`src/rtl/dsp_mac_sequencer_if.sv`:
```
// Control/sequencing bundle between the filter control FSM (master) and the
// DSP48A1 MAC sequencer (slave).
//
// Handshake: start is a request sampled by the sequencer only while busy=0
// (IDLE); taps is captured on that same cycle. While busy=1 start and taps
// are ignored. done is a one-cycle completion pulse. abort cancels a run in
// progress and is ignored while idle or in the done cycle.
interface dsp_mac_sequencer_if #(
  parameter int TAP_W = 4
);
  logic             start;
  logic [TAP_W-1:0] taps;
  logic             abort;
  logic             busy;
  logic             done;
  logic             rd_en;
  logic [TAP_W-1:0] rd_addr;
  logic             ce_ab;
  logic             ce_m;
  logic             ce_p;
  logic [7:0]       opmode;

  modport master (
    output start, taps, abort,
    input  busy, done, rd_en, rd_addr, ce_ab, ce_m, ce_p, opmode
  );

  modport slave (
    input  start, taps, abort,
    output busy, done, rd_en, rd_addr, ce_ab, ce_m, ce_p, opmode
  );
endinterface

```
`src/rtl/dsp_mac_sequencer.sv`:
```
// Sequences one DSP48A1 slice through an N-tap multiply-accumulate.
// Operand reads are issued in ISSUE; a {valid, first} tag rides a shift
// register alongside each read so the A/B, M and P clock enables and OPMODE
// line up with the operand as it moves through memory latency and the
// slice's A/B -> M -> P registers.
module dsp_mac_sequencer #(
  parameter int TAP_W   = 4,
  parameter int MEM_LAT = 1   // 1..4 cycles from rd_en to operand at A/B
) (
  input  logic               clk,
  input  logic               rst,        // asynchronous, active-low
  dsp_mac_sequencer_if.slave bus,
  output logic [1:0]         state_dbg
);

  localparam int               DEPTH     = MEM_LAT + 2;
  localparam logic [7:0]       OPM_FIRST = 8'h01;  // X=M, Z=0: start a new sum
  localparam logic [7:0]       OPM_ACC   = 8'h09;  // X=M, Z=P: accumulate
  localparam logic [7:0]       OPM_NONE  = 8'h00;
  localparam logic [TAP_W-1:0] ONE       = TAP_W'(1);

  typedef enum logic [1:0] {
    S_IDLE  = 2'd0,
    S_ISSUE = 2'd1,
    S_DRAIN = 2'd2,
    S_DONE  = 2'd3
  } state_e;

  state_e           state_q, state_d;
  logic [TAP_W-1:0] count_q, count_d;
  logic [TAP_W-1:0] n_q, n_d;
  // Tag pipe, index 1 is the stage loaded by the read just issued.
  logic [DEPTH:1]   tag_vld_q, tag_vld_d;
  logic [DEPTH:1]   tag_first_q, tag_first_d;
  logic             rd_en;
  logic             flush;
  logic             zero_run;

  assign rd_en     = (state_q == S_ISSUE);
  assign state_dbg = state_q;

  // Next-state, tap count capture and read address counter.
  always_comb begin
    state_d = state_q;
    count_d = count_q;
    n_d     = n_q;
    flush   = 1'b0;
    unique case (state_q)
      S_IDLE: begin
        if (bus.start) begin
          n_d = bus.taps;
          if (bus.taps != '0) begin
            state_d = S_ISSUE;
            count_d = '0;
          end else begin
            state_d = S_DONE;
          end
        end
      end
      S_ISSUE: begin
        // Abort freezes the address so rd_addr keeps its last issued value.
        if (bus.abort) begin
          state_d = S_IDLE;
          flush   = 1'b1;
        end else if (count_q == n_q - ONE) begin
          state_d = S_DRAIN;
        end else begin
          count_d = count_q + ONE;
        end
      end
      S_DRAIN: begin
        // Leave when only the P stage still holds a tag: that last ce_p
        // happens this cycle, so done lands one cycle after it.
        if (bus.abort) begin
          state_d = S_IDLE;
          flush   = 1'b1;
        end else if (tag_vld_q[DEPTH-1:1] == '0) begin
          state_d = S_DONE;
        end
      end
      S_DONE: begin
        state_d = S_IDLE;
      end
      default: begin
        state_d = S_IDLE;
      end
    endcase
  end

  // Tag pipe shift; an abort drops every tag in flight.
  always_comb begin
    tag_vld_d   = {tag_vld_q[DEPTH-1:1], rd_en};
    tag_first_d = {tag_first_q[DEPTH-1:1], (count_q == '0)};
    if (flush) begin
      tag_vld_d   = '0;
      tag_first_d = '0;
    end
  end

  // Output decode: enables come straight from the tag pipe stages.
  always_comb begin
    zero_run    = (state_q == S_DONE) && (n_q == '0);
    bus.busy    = (state_q != S_IDLE);
    bus.done    = (state_q == S_DONE);
    bus.rd_en   = rd_en;
    bus.rd_addr = count_q;
    bus.ce_ab   = tag_vld_q[MEM_LAT];
    bus.ce_m    = tag_vld_q[MEM_LAT+1];
    // A zero-tap run clocks P once with OPMODE 0 so P reads back as 0.
    bus.ce_p    = tag_vld_q[DEPTH] | zero_run;
    bus.opmode  = OPM_NONE;
    if (tag_vld_q[DEPTH]) begin
      bus.opmode = tag_first_q[DEPTH] ? OPM_FIRST : OPM_ACC;
    end
  end

  // State, counters and tag pipe registers.
  always_ff @(posedge clk or negedge rst) begin
    if (!rst) begin
      state_q     <= S_IDLE;
      count_q     <= '0;
      n_q         <= '0;
      tag_vld_q   <= '0;
      tag_first_q <= '0;
    end else begin
      state_q     <= state_d;
      count_q     <= count_d;
      n_q         <= n_d;
      tag_vld_q   <= tag_vld_d;
      tag_first_q <= tag_first_d;
    end
  end

endmodule

```
`src/flat_wrapper.sv`:
```
// flat-port wrapper written by rule: the top's interface ports become plain ports
module dsp_mac_sequencer_flat 
#(
  parameter int TAP_W   = 4,
  parameter int MEM_LAT = 1                                              
)
  (clk, rst, state_dbg, bus_start, bus_taps, bus_abort, bus_busy, bus_done, bus_rd_en, bus_rd_addr, bus_ce_ab, bus_ce_m, bus_ce_p, bus_opmode);
  dsp_mac_sequencer_if #(.TAP_W(TAP_W)) bus_i ();
  input  logic clk;
  input  logic rst;
  output logic [1:0] state_dbg;
  input wire logic [$bits(bus_i.start)-1:0] bus_start;
  input wire logic [$bits(bus_i.taps)-1:0] bus_taps;
  input wire logic [$bits(bus_i.abort)-1:0] bus_abort;
  output wire logic [$bits(bus_i.busy)-1:0] bus_busy;
  output wire logic [$bits(bus_i.done)-1:0] bus_done;
  output wire logic [$bits(bus_i.rd_en)-1:0] bus_rd_en;
  output wire logic [$bits(bus_i.rd_addr)-1:0] bus_rd_addr;
  output wire logic [$bits(bus_i.ce_ab)-1:0] bus_ce_ab;
  output wire logic [$bits(bus_i.ce_m)-1:0] bus_ce_m;
  output wire logic [$bits(bus_i.ce_p)-1:0] bus_ce_p;
  output wire logic [$bits(bus_i.opmode)-1:0] bus_opmode;
  assign bus_i.start = bus_start;
  assign bus_i.taps = bus_taps;
  assign bus_i.abort = bus_abort;
  assign bus_busy = bus_i.busy;
  assign bus_done = bus_i.done;
  assign bus_rd_en = bus_i.rd_en;
  assign bus_rd_addr = bus_i.rd_addr;
  assign bus_ce_ab = bus_i.ce_ab;
  assign bus_ce_m = bus_i.ce_m;
  assign bus_ce_p = bus_i.ce_p;
  assign bus_opmode = bus_i.opmode;
  dsp_mac_sequencer #(.TAP_W(TAP_W), .MEM_LAT(MEM_LAT)) u_core (.clk(clk), .rst(rst), .bus(bus_i), .state_dbg(state_dbg));
endmodule
```
`config.mk`:
```
export PLATFORM = sky130hd
export DESIGN_NAME = dsp_mac_sequencer_flat
export DESIGN_NICKNAME = d
export VERILOG_FILES = /design/src/rtl/dsp_mac_sequencer_if.sv /design/src/rtl/dsp_mac_sequencer.sv /design/src/flat_wrapper.sv
export SDC_FILE = /design/constraint.sdc
export NUM_CORES = 1
export LEC_CHECK = 0
export CAP_MARGIN = 10
export CORE_UTILIZATION = 50
export DETAILED_ROUTE_END_ITERATION = 12
export GPL_ROUTABILITY_DRIVEN = 0
export PLACE_DENSITY = 0.94
export SLEW_MARGIN = 30
export SYNTH_ARGS = -nofsm -noshare
export SYNTH_HDL_FRONTEND = slang
export SYNTH_SLANG_ARGS = --single-unit
```
`constraint.sdc`:
```
create_clock -name clk -period 4.7 [get_ports clk]
set_clock_uncertainty 0.05 [all_clocks]
set_input_delay 1.175 -clock clk [delete_from_list [all_inputs] [get_ports clk]]
set_output_delay 1.175 -clock clk [all_outputs]
set_load 0.05 [all_outputs]
```
==> impl_metrics.env, run 1 <==
export IMPL_status="finished clean"
export IMPL_startpoint_type="flop"
export IMPL_hpwl_mm=1.55
export IMPL_die_area_sq_um=2170
export IMPL_cpMaxStageDelayCell="clkdlybuf4s50_1"
export IMPL_portBuffers=21
export IMPL_grt_pass1_wl_mm=3.06
export IMPL_grt_max_degree=17
export IMPL_drc=0
export IMPL_cts_setup_buffers=0
export IMPL_fin_tns_setup_ns=0
export IMPL_h_tree_depth=1
export IMPL_ctsResizeCount=0
export IMPL_switching_share_pct=49.1
export IMPL_relSlewSlack_pct=51.9
export IMPL_rows=15
export IMPL_crit_chain="ha_1, nor4bb_1, or2_2, clkdlybuf4s50_1"
export IMPL_cts_sinks=16
export IMPL_path_class="flop to primary output"
export IMPL_drive_gt1_share_pct=13.2
export IMPL_cts_tree="done"
export IMPL_rsz0062_at_grt="no"
export IMPL_hold_path_class="flop to flop"
export IMPL_synth_cell_types=29
export IMPL_p_seq_share_pct=28.2
export IMPL_vias_per_cell=5.27
export IMPL_max_freq_mhz=300
export IMPL_die_x_microns=46.6
export IMPL_ant_nets=0
export IMPL_initial_core_util_pct=55.3
export IMPL_avgSynthCellArea_sq_um=10.3
export IMPL_drt_pass1_iter_count=4
export IMPL_post_drt_wl_per_cell_microns=13.7
export IMPL_powerDensity_nw_per_um2=710
export IMPL_grt_pass1_vias=727
export IMPL_irDropWorstVdd_mv=0.378
export IMPL_switching_power_mw=0.435
export IMPL_internal_power_mw=0.450
export IMPL_slew_viol_final=0
export IMPL_synth_ff_type="dfrtp_1"
export IMPL_globalRouteTotalUtil_pct=21.2
export IMPL_cp_max_fo=5
export IMPL_slowest_delay_ns=0.79
export IMPL_first_iter_violations=19
export IMPL_netlist_instances=97
export IMPL_fin_crit_ns=3.33
export IMPL_hold_viol=0
export IMPL_yosysWarnings=0
export IMPL_required_ns=3.47
export IMPL_cts_root_buffer="clkbuf_4"
export IMPL_antenna_found_initial=0
export IMPL_ys_ff_latch=16
export IMPL_min_period_over_period_pct=70.8
export IMPL_layout_nets=138
export IMPL_power_frac_clock_pct=10.1
export IMPL_design_core_area_sq_um=1800
export IMPL_grt_overflow_total=0
export IMPL_cts_hold_buf=0
export IMPL_worstPathArrival_ns=2.10
export IMPL_antenna_cells=0
export IMPL_vias=770
export IMPL_cts_made_buffers=3
export IMPL_die_y_microns=46.6
export IMPL_setup_viol=0
export IMPL_wl_mm=2.00
export IMPL_power_frac_comb_pct=61.7
export IMPL_synth_area_sq_um=996
export IMPL_synth_edf_count=0
export IMPL_num_io_pins=28
export IMPL_maxCapViolCount=0
export IMPL_tightest_slew_ns=0.720
export IMPL_worstSkewPairLatency_ns=0.29
export IMPL_synthToLayoutAreaGrowth_pct=25.3
export IMPL_seq_area_frac_synth_pct=40.2
export IMPL_leakagePower_nw=0.554
export IMPL_power_total_mw=0.885
export IMPL_clk_path_buf_depth=2
export IMPL_async_flop_share_pct=100
export IMPL_critPathCaptureType="primary output"
export IMPL_clk_pin_slew_ns=0.09
==> metal layers <==
| metal | global-route usage (%) | part of all wire, % | wire length, microns | vias up |
|---|---|---|---|---|
| met2 | 31.4 | 48 | 960 | 33 |
| met3 | 7.06 | 6.3 | 126 | 4 |
| li1 | - | - | - | 368 |
| met5 | 0 | 0 | 0 | - |
| met1 | 26.8 | 44 | 886 | 365 |
| met4 | 12.0 | 1.4 | 27 | 0 |
==> power by group through the flow <==
stage                     Sequential, mW  Combinational, mW  Clock [mW]
after global placement             0.248              0.532           0
after global routing               0.256              0.584       0.102
after floorplan                    0.322              0.332           0
after detailed placement           0.253              0.550           0
after CTS                          0.249              0.553      0.0938
final                              0.250              0.546      0.0898
==> area by class of cell <==
type | count | area, sq um
Tap cell | 25 | 31.3
Multi-Input combinational cell | 70 | 532
Inverter | 10 | 37.5
Fill cell | 159 | 554
Sequential cell | 16 | 400
Timing Repair Buffer | 21 | 210
Clock buffer | 4 | 36.3
==> cells in the mapped netlist (2+ instances only) <==
cell      instances  area share (%)
or4_1             2             1.5
o211ai_1          3             2.3
inv_1            10             3.8
dfrtp_1          16              40
buf_4             6             4.5
ha_1              8              10
o311ai_0          2             1.8
and2_1            4             2.5
nand3_1           4             2.0
nor2_1            2            0.75
o21ai_0           3             1.5
nand2_1          11             4.1
nor2b_1           2             1.3
xnor2_1           6             5.3
mux2_2            4             4.5
==> kinds of logic after synthesis <==
family                     share of synthesized area, %
buffers and inverters                              8.29
xor gates and xnor gates                           5.28
other                                             0.377
adders and majority gates                          10.1
DFF                                                40.2
muxes                                              6.03
AOI/OAI and AO/OA                                  8.67
and+or+nand+nor                                    21.1
==> cell usage in the layout (no fill, tap or decap), types with 2 or more instances in the layout <==
master            n
nor2_1            2
xnor2_1           6
clkdlybuf4s50_1  21
dfrtp_1          16
o311ai_0          2
mux2_2            4
nor2b_1           2
clkbuf_4          3
ha_1              8
or4_1             2
conb_1            6
o21ai_0           3
nand2_1          11
and2_1            4
nand3_1           4
o211ai_1          3
inv_1            10
==> registers in the layout, indices dropped and copies added, names as in the netlist <==
signal,cells
u_core.n_q,4
u_core.tag_first_q,3
u_core.tag_vld_q,3
u_core.state_dbg,2
u_core.bus.rd_addr,4
==> worst max-delay path, delay by kind of cell, from the launching register on <==
family	cells	cell delay, ns
buffers and inverters	1	0.79
and+or+nand+nor	2	0.39
adders and majority gates	1	0.19
DFF	1	0.45
==> stage by stage <==
stage          util, %  hold slack (ns)  instances  area [sq um]  worst slack, ns
2_1_floorplan        -            0.378        102          1010             1.65
3_3_place_gp      67.2            0.399        142          1210             1.70
3_5_place_dp      67.2            0.407        142          1210             1.63
4_1_cts           69.2            0.434        146          1250             1.36
5_1_grt           69.2            0.449        146          1250             1.28
6_report          69.2            0.425        146          1250             1.37
==> final timing paths <==
path                                        from                    end  slack [ns]  cells after the start
max in group asynchronous                    rst    u_core.state_dbg[1]        2.89                      1
min                        u_core.tag_first_q[1]  u_core.tag_first_q[2]        0.42                      1
min in group asynchronous                    rst  u_core.bus.rd_addr[2]        1.26                      1
min reg2reg                u_core.tag_first_q[1]  u_core.tag_first_q[2]        0.42                      1
max reg2reg                        u_core.n_q[0]    u_core.state_dbg[1]        2.47                      6
max                          u_core.state_dbg[0]               bus_ce_p        1.37                      4
(Power assumes the default switching activity.)
==> run 2, diff against run 1 <==
--- a/config.mk
+++ b/config.mk
@@ -6,10 +6,10 @@
 export NUM_CORES = 1
 export LEC_CHECK = 0
 export CAP_MARGIN = 10
-export CORE_UTILIZATION = 50
+export CORE_UTILIZATION = 42
 export DETAILED_ROUTE_END_ITERATION = 12
 export GPL_ROUTABILITY_DRIVEN = 0
-export PLACE_DENSITY = 0.94
+export PLACE_DENSITY = 0.85
 export SLEW_MARGIN = 30
 export SYNTH_ARGS = -nofsm -noshare
 export SYNTH_HDL_FRONTEND = slang
==> constraint.sdc (replaced) <==
create_clock -name clk -period 2.8 [get_ports clk]
set_clock_uncertainty 0.05 [all_clocks]
set_input_delay 0.7 -clock clk [delete_from_list [all_inputs] [get_ports clk]]
set_output_delay 0.7 -clock clk [all_outputs]
set_load 0.05 [all_outputs]
==> run 2 against run 1 <==
Against the previous run: global-route usage down 3.2 points; flip-flop and latch count unchanged; clock power up 28%; die area up 18%; critical path depth down 1; design area down 0.20%.
==> impl_metrics.env, run 2 (synthesis gave the netlist of run 1 again) <==
export IMPL_status="finished clean"
export IMPL_tightest_slew_ns=0.713
export IMPL_grt_use_met1_pct=22.8
export IMPL_portBuffers=21
export IMPL_powerDensity_nw_per_um2=1170
export IMPL_grt_pass1_wl_mm=3.35
export IMPL_startpoint_type="flop"
export IMPL_power_total_mw=1.46
export IMPL_relSlewSlack_pct=52.3
export IMPL_hold_path_class="flop to flop"
export IMPL_num_io_pins=28
export IMPL_max_freq_mhz=395
export IMPL_grt_overflow_total=0
export IMPL_slew_viol_final=0
export IMPL_final_util_pct=55.7
export IMPL_grt_pass1_vias=752
export IMPL_design_core_area_sq_um=2230
export IMPL_rows=17
export IMPL_leakagePower_nw=0.562
export IMPL_wl_mm=2.01
export IMPL_drt_pass1_iter_count=4
export IMPL_drive_gt1_share_pct=14.0
export IMPL_dp_cells=146
export IMPL_busiest_layer="met2"
export IMPL_required_ns=2.05
export IMPL_hpwl_mm=1.57
export IMPL_fin_tns_setup_ns=0
export IMPL_synthToLayoutAreaGrowth_pct=25.0
export IMPL_cp_max_fo=5
export IMPL_mostFrequentLayoutCell="clkdlybuf4s50_1"
export IMPL_initial_core_util_pct=44.6
export IMPL_drc=0
export IMPL_met2_usage_pct=29.6
export IMPL_crit_chain="inv_1, ha_1, clkdlybuf4s50_1"
export IMPL_path_class="flop to primary output"
export IMPL_irDropWorstVdd_mv=0.607
export IMPL_stdcell_count=149
export IMPL_h_tree_depth=1
export IMPL_clk_path_buf_depth=2
export IMPL_antenna_found_initial=0
export IMPL_ant_nets=0
export IMPL_setup_viol=0
export IMPL_cts_tree="done"
export IMPL_post_drt_wl_per_cell_microns=13.5
export IMPL_vias=776
export IMPL_min_period_over_period_pct=90.4
export IMPL_worstPathArrival_ns=1.78
export IMPL_layout_common_cells="clkdlybuf4s50_1 (19), dfrtp_1 (16), nand2_1 (11)"
export IMPL_critPathCaptureType="primary output"
export IMPL_clk_pin_slew_ns=0.09
export IMPL_holdWs_ns=0.422
export IMPL_vias_per_cell=5.21
export IMPL_grt_util_met3_pct=3.03
export IMPL_rsz0062_at_grt="no"
export IMPL_die_y_microns=50.7
export IMPL_antenna_cells=0
export IMPL_cts_made_buffers=3
export IMPL_layout_nets=139
export IMPL_cpMaxStageDelayCell="clkdlybuf4s50_1"
export IMPL_worstSkewPairLatency_ns=0.27
export IMPL_grt_max_degree=17
export IMPL_first_iter_violations=6
export IMPL_maxCapViolCount=0
export IMPL_slowest_delay_ns=0.80
export IMPL_cts_root_buffer="clkbuf_4"
export IMPL_hold_viol=0
export IMPL_die_x_microns=50.7
export IMPL_die_area_sq_um=2570
export IMPL_fin_crit_ns=2.53
export IMPL_globalRouteTotalUtil_pct=18.0
export IMPL_cts_sinks=16
export IMPL_cts_hold_buf=0
-- run 2: what timing repair did --
action,4_1_cts,5_1_grt
buffers inserted,0,0
setup endpoints to repair,0,1
gates resized for setup,0,1
-- run 2: where the power goes --
| group | switching (mW) | leakage [nW] | total [mW] | internal, mW |
|---|---|---|---|---|
| logic | 0.564 | 0.346 | 0.922 | 0.358 |
| clock network | 0.0647 | 0.0138 | 0.115 | 0.0498 |
| registers | 0.0985 | 0.203 | 0.421 | 0.323 |
-- run 2: final timing paths --
path,end,slack (ns),from,depth (start not counted)
max,bus_rd_en,0.27,u_core.state_dbg[1],3
min,u_core.tag_first_q[2],0.42,u_core.tag_first_q[1],1
max reg2reg,u_core.state_dbg[1],0.58,u_core.n_q[0],6
min reg2reg,u_core.tag_first_q[2],0.42,u_core.tag_first_q[1],1
max in group asynchronous,u_core.tag_first_q[2],1.45,rst,1
min in group asynchronous,u_core.bus.rd_addr[2],0.79,rst,1
-- run 2: cell type report --
class / instances / area [sq um]
Inverter: 10 / 37.5
Fill cell: 183 / 988
Sequential cell: 16 / 400
Clock buffer: 3 / 22.5
Tap cell: 28 / 35.0
Multi-Input combinational cell: 70 / 532
Timing Repair Buffer: 22 / 218
-- run 2: worst max-delay path, delay by kind of cell (launching register included) --
kind | cells | cell delay, ns
buf+inv | 2 | 0.90
flops | 1 | 0.44
fa+ha+maj | 1 | 0.16
-- run 2: per-stage QoR --
| stage | setup WS [ns] | instance area, sq um |
|---|---|---|
| finish | 0.268 | 1240 |
| detailed placement | 0.231 | 1220 |
| global route | 0.205 | 1240 |
| floorplan | 0.197 | 1010 |
| global placement | 0.277 | 1220 |
| CTS | 0.0344 | 1240 |
-- run 2: routing by layer --
layer  routed length, microns  up-vias
met5                        0        -
met4                       15        0
met3                       92        2
met2                     1040       28
met1                      866      372
li1                         -      374
==> run 3, diff against run 2 <==
--- a/config.mk
+++ b/config.mk
@@ -6,10 +6,11 @@
 export NUM_CORES = 1
 export LEC_CHECK = 0
 export CAP_MARGIN = 10
-export CORE_UTILIZATION = 42
+export CORE_UTILIZATION = 50
 export DETAILED_ROUTE_END_ITERATION = 12
+export DONT_BUFFER_PORTS = 1
 export GPL_ROUTABILITY_DRIVEN = 0
-export PLACE_DENSITY = 0.85
+export PLACE_DENSITY = 0.79
 export SLEW_MARGIN = 30
 export SYNTH_ARGS = -nofsm -noshare
 export SYNTH_HDL_FRONTEND = slang
==> constraint.sdc (replaced) <==
create_clock -name clk -period 2.1 [get_ports clk]
set_clock_uncertainty 0.05 [all_clocks]
set_input_delay 0.525 -clock clk [delete_from_list [all_inputs] [get_ports clk]]
set_output_delay 0.525 -clock clk [all_outputs]
set_load 0.05 [all_outputs]
==> run 3 against run 2 <==
Against the previous run: utilization increased by 11 points; flip-flop and latch count unchanged; total power increased by 41%; critical path depth unchanged; sequential share of layout area increased by 1.3 points; global-route usage increased by 1.9 points; die area decreased by 15%; cell count decreased by 4.7%; combinational power increased by 38%; design area decreased by 3.2%; largest cell class unchanged.
==> impl_metrics.env, run 3 (synthesis gave the netlist of run 1 again) <==
export IMPL_worstHoldPathCells=1
export IMPL_globalRouteTotalUtil_pct=20.0
export IMPL_place_ws_ns=0.0342
export IMPL_powerDensity_nw_per_um2=1700
export IMPL_drt_pass1_iter_count=4
export IMPL_design_core_area_sq_um=1800
export IMPL_slowest_delay_ns=0.42
export IMPL_ant_nets=0
export IMPL_setup_viol=0
export IMPL_maxCapViolCount=0
export IMPL_status="finished clean"
export IMPL_power_frac_comb_pct=61.8
export IMPL_fin_area_sq_um=1200
export IMPL_min_period_over_period_pct=97.0
export IMPL_cts_made_buffers=3
export IMPL_cp_num_cells=3
export IMPL_hold_viol=0
export IMPL_rows=15
export IMPL_leakagePower_nw=0.567
export IMPL_path_delay_family="simple AND/OR/NAND/NOR gates"
export IMPL_switching_share_pct=49.1
export IMPL_die_x_microns=46.6
export IMPL_p_seq_share_pct=28.5
export IMPL_drive_gt1_share_pct=33.3
export IMPL_grt_pass1_vias=685
export IMPL_slew_viol_final=0
export IMPL_crit_chain="ha_2, nor4bb_1, or2_4"
export IMPL_synthToLayoutAreaGrowth_pct=21.0
export IMPL_worstRegToRegCells=8
export IMPL_stdcell_count=142
export IMPL_vias=749
export IMPL_first_iter_violations=12
export IMPL_initial_core_util_pct=55.3
export IMPL_grt_max_degree=17
export IMPL_relSlewSlack_pct=53.0
export IMPL_hpwl_mm=1.57
export IMPL_wl_mm=1.96
export IMPL_max_freq_mhz=491
export IMPL_cts_tree="done"
export IMPL_worstPathArrival_ns=1.46
export IMPL_cts_sinks=16
export IMPL_antenna_found_initial=0
export IMPL_worstSkewPairLatency_ns=0.28
export IMPL_clk_path_buf_depth=2
export IMPL_vias_per_cell=5.27
export IMPL_layout_nets=134
export IMPL_dp_cells=135
export IMPL_fillCellCount=156
export IMPL_path_class="flop to primary output"
export IMPL_startpoint_type="flop"
export IMPL_hold_path_class="input pin to flop"
export IMPL_cpMaxStageDelayCell="dfrtp_2"
export IMPL_h_tree_depth=1
export IMPL_switching_power_mw=1.01
export IMPL_num_io_pins=28
export IMPL_post_drt_wl_per_cell_microns=13.8
export IMPL_die_area_sq_um=2170
export IMPL_power_total_mw=2.05
export IMPL_worst_path_buf_inv=0
export IMPL_required_ns=1.52
export IMPL_drc=0
export IMPL_portBuffers=0
export IMPL_antenna_cells=0
export IMPL_clk_pin_slew_ns=0.09
export IMPL_critPathCaptureType="primary output"
export IMPL_cp_max_fo=5
export IMPL_power_frac_clock_pct=9.7
export IMPL_grt_overflow_total=0
export IMPL_tightest_slew_ns=0.703
export IMPL_place_area_sq_um=1120
export IMPL_die_y_microns=46.6
export IMPL_irDropWorstVdd_mv=1.17
export IMPL_fin_crit_ns=2.04
export IMPL_grt_pass1_wl_mm=2.99
export IMPL_layout_setup_ws_ns=0.0632
export IMPL_internal_power_mw=1.04
export IMPL_layout_common_cells="buf_4 (16), dfrtp_1 (14), nand2_1 (11)"
export IMPL_mostFrequentLayoutCell="buf_4"
export IMPL_cts_root_buffer="clkbuf_4"
export IMPL_holdWs_ns=0.336
[run 3: cell count changes in the layout (fill, tap and decap cells not counted), moves of 2 or more]
cell | previous run | this run
buf_4 | 2 | 16
xnor2_2 | 0 | 2
ha_2 | 0 | 2
ha_1 | 8 | 5
dfrtp_1 | 16 | 14
clkdlybuf4s50_1 | 19 | 0
xnor2_1 | 6 | 4
dfrtp_2 | 0 | 2
[run 3: repair_timing]
item | CTS | global route
gates resized for setup | 1 | 3
hold buffers | 1 | 0
buffers inserted | 0 | 2
hold endpoints to repair | 16 | 0
pin swaps | 0 | 1
setup endpoints to repair | 1 | 5
[run 3: routing by layer]
layer / vias up / routed length [microns] / track usage [%]
met3: 2 / 113 / 4.31
li1: 361 / - / -
met2: 33 / 981 / 32.2
met4: 0 / 18 / 8.00
met1: 353 / 844 / 25.7
met5: - / 0 / 0
[run 3: through the flow]
step	setup TNS, ns	utilization, %
floorplan	-0.131	-
CTS	0	65.1
finish	0	66.9
global route	-0.0205	66.9
global placement	0	62.4
detailed placement	0	62.4
[run 3: layout make-up]
| cell class | count | area, sq um | area share [%] |
|---|---|---|---|
| clock buffer | 4 | 36.3 | 3.01 |
| inverter | 10 | 37.5 | 3.12 |
| multi-input combinational | 70 | 567 | 47.0 |
| timing repair buffer | 17 | 130 | 10.8 |
| tap | 25 | 31.3 | 2.60 |
| sequential | 16 | 403 | 33.4 |
[run 3: worst paths after layout]
check,startpoint,endpoint,slack (ns)
worst max-delay path,u_core.state_dbg[0],bus_ce_p,0.06
worst min-delay path,bus_taps[3],u_core.n_q[3],0.34
worst max register to register,u_core.n_q[0],u_core.bus.rd_addr[0],0.08
worst min register to register,u_core.tag_first_q[2],u_core.tag_first_q[3],0.40
max in group asynchronous,rst,u_core.state_dbg[1],0.84
min in group asynchronous,rst,u_core.n_q[3],0.68
[run 3: power groups by stage]
stage                     sequential [mW]  clock [mW]  combinational (mW)
after global placement              0.589           0                1.13
after CTS                           0.587       0.206                1.19
after global routing                0.598       0.219                1.36
final                               0.585       0.198                1.27
after detailed placement            0.594           0                1.17
after floorplan                     0.729           0               0.764
[run 3: worst reg2reg max path, cell delays in order, from the launching register on]
cell	delay (ns)
dfrtp_1	0.39
inv_1	0.08
ha_1	0.23
xnor2_2	0.21
xnor2_2	0.16
nor4_4	0.06
buf_4	0.18
or4_1	0.51
nand3_1	0.09
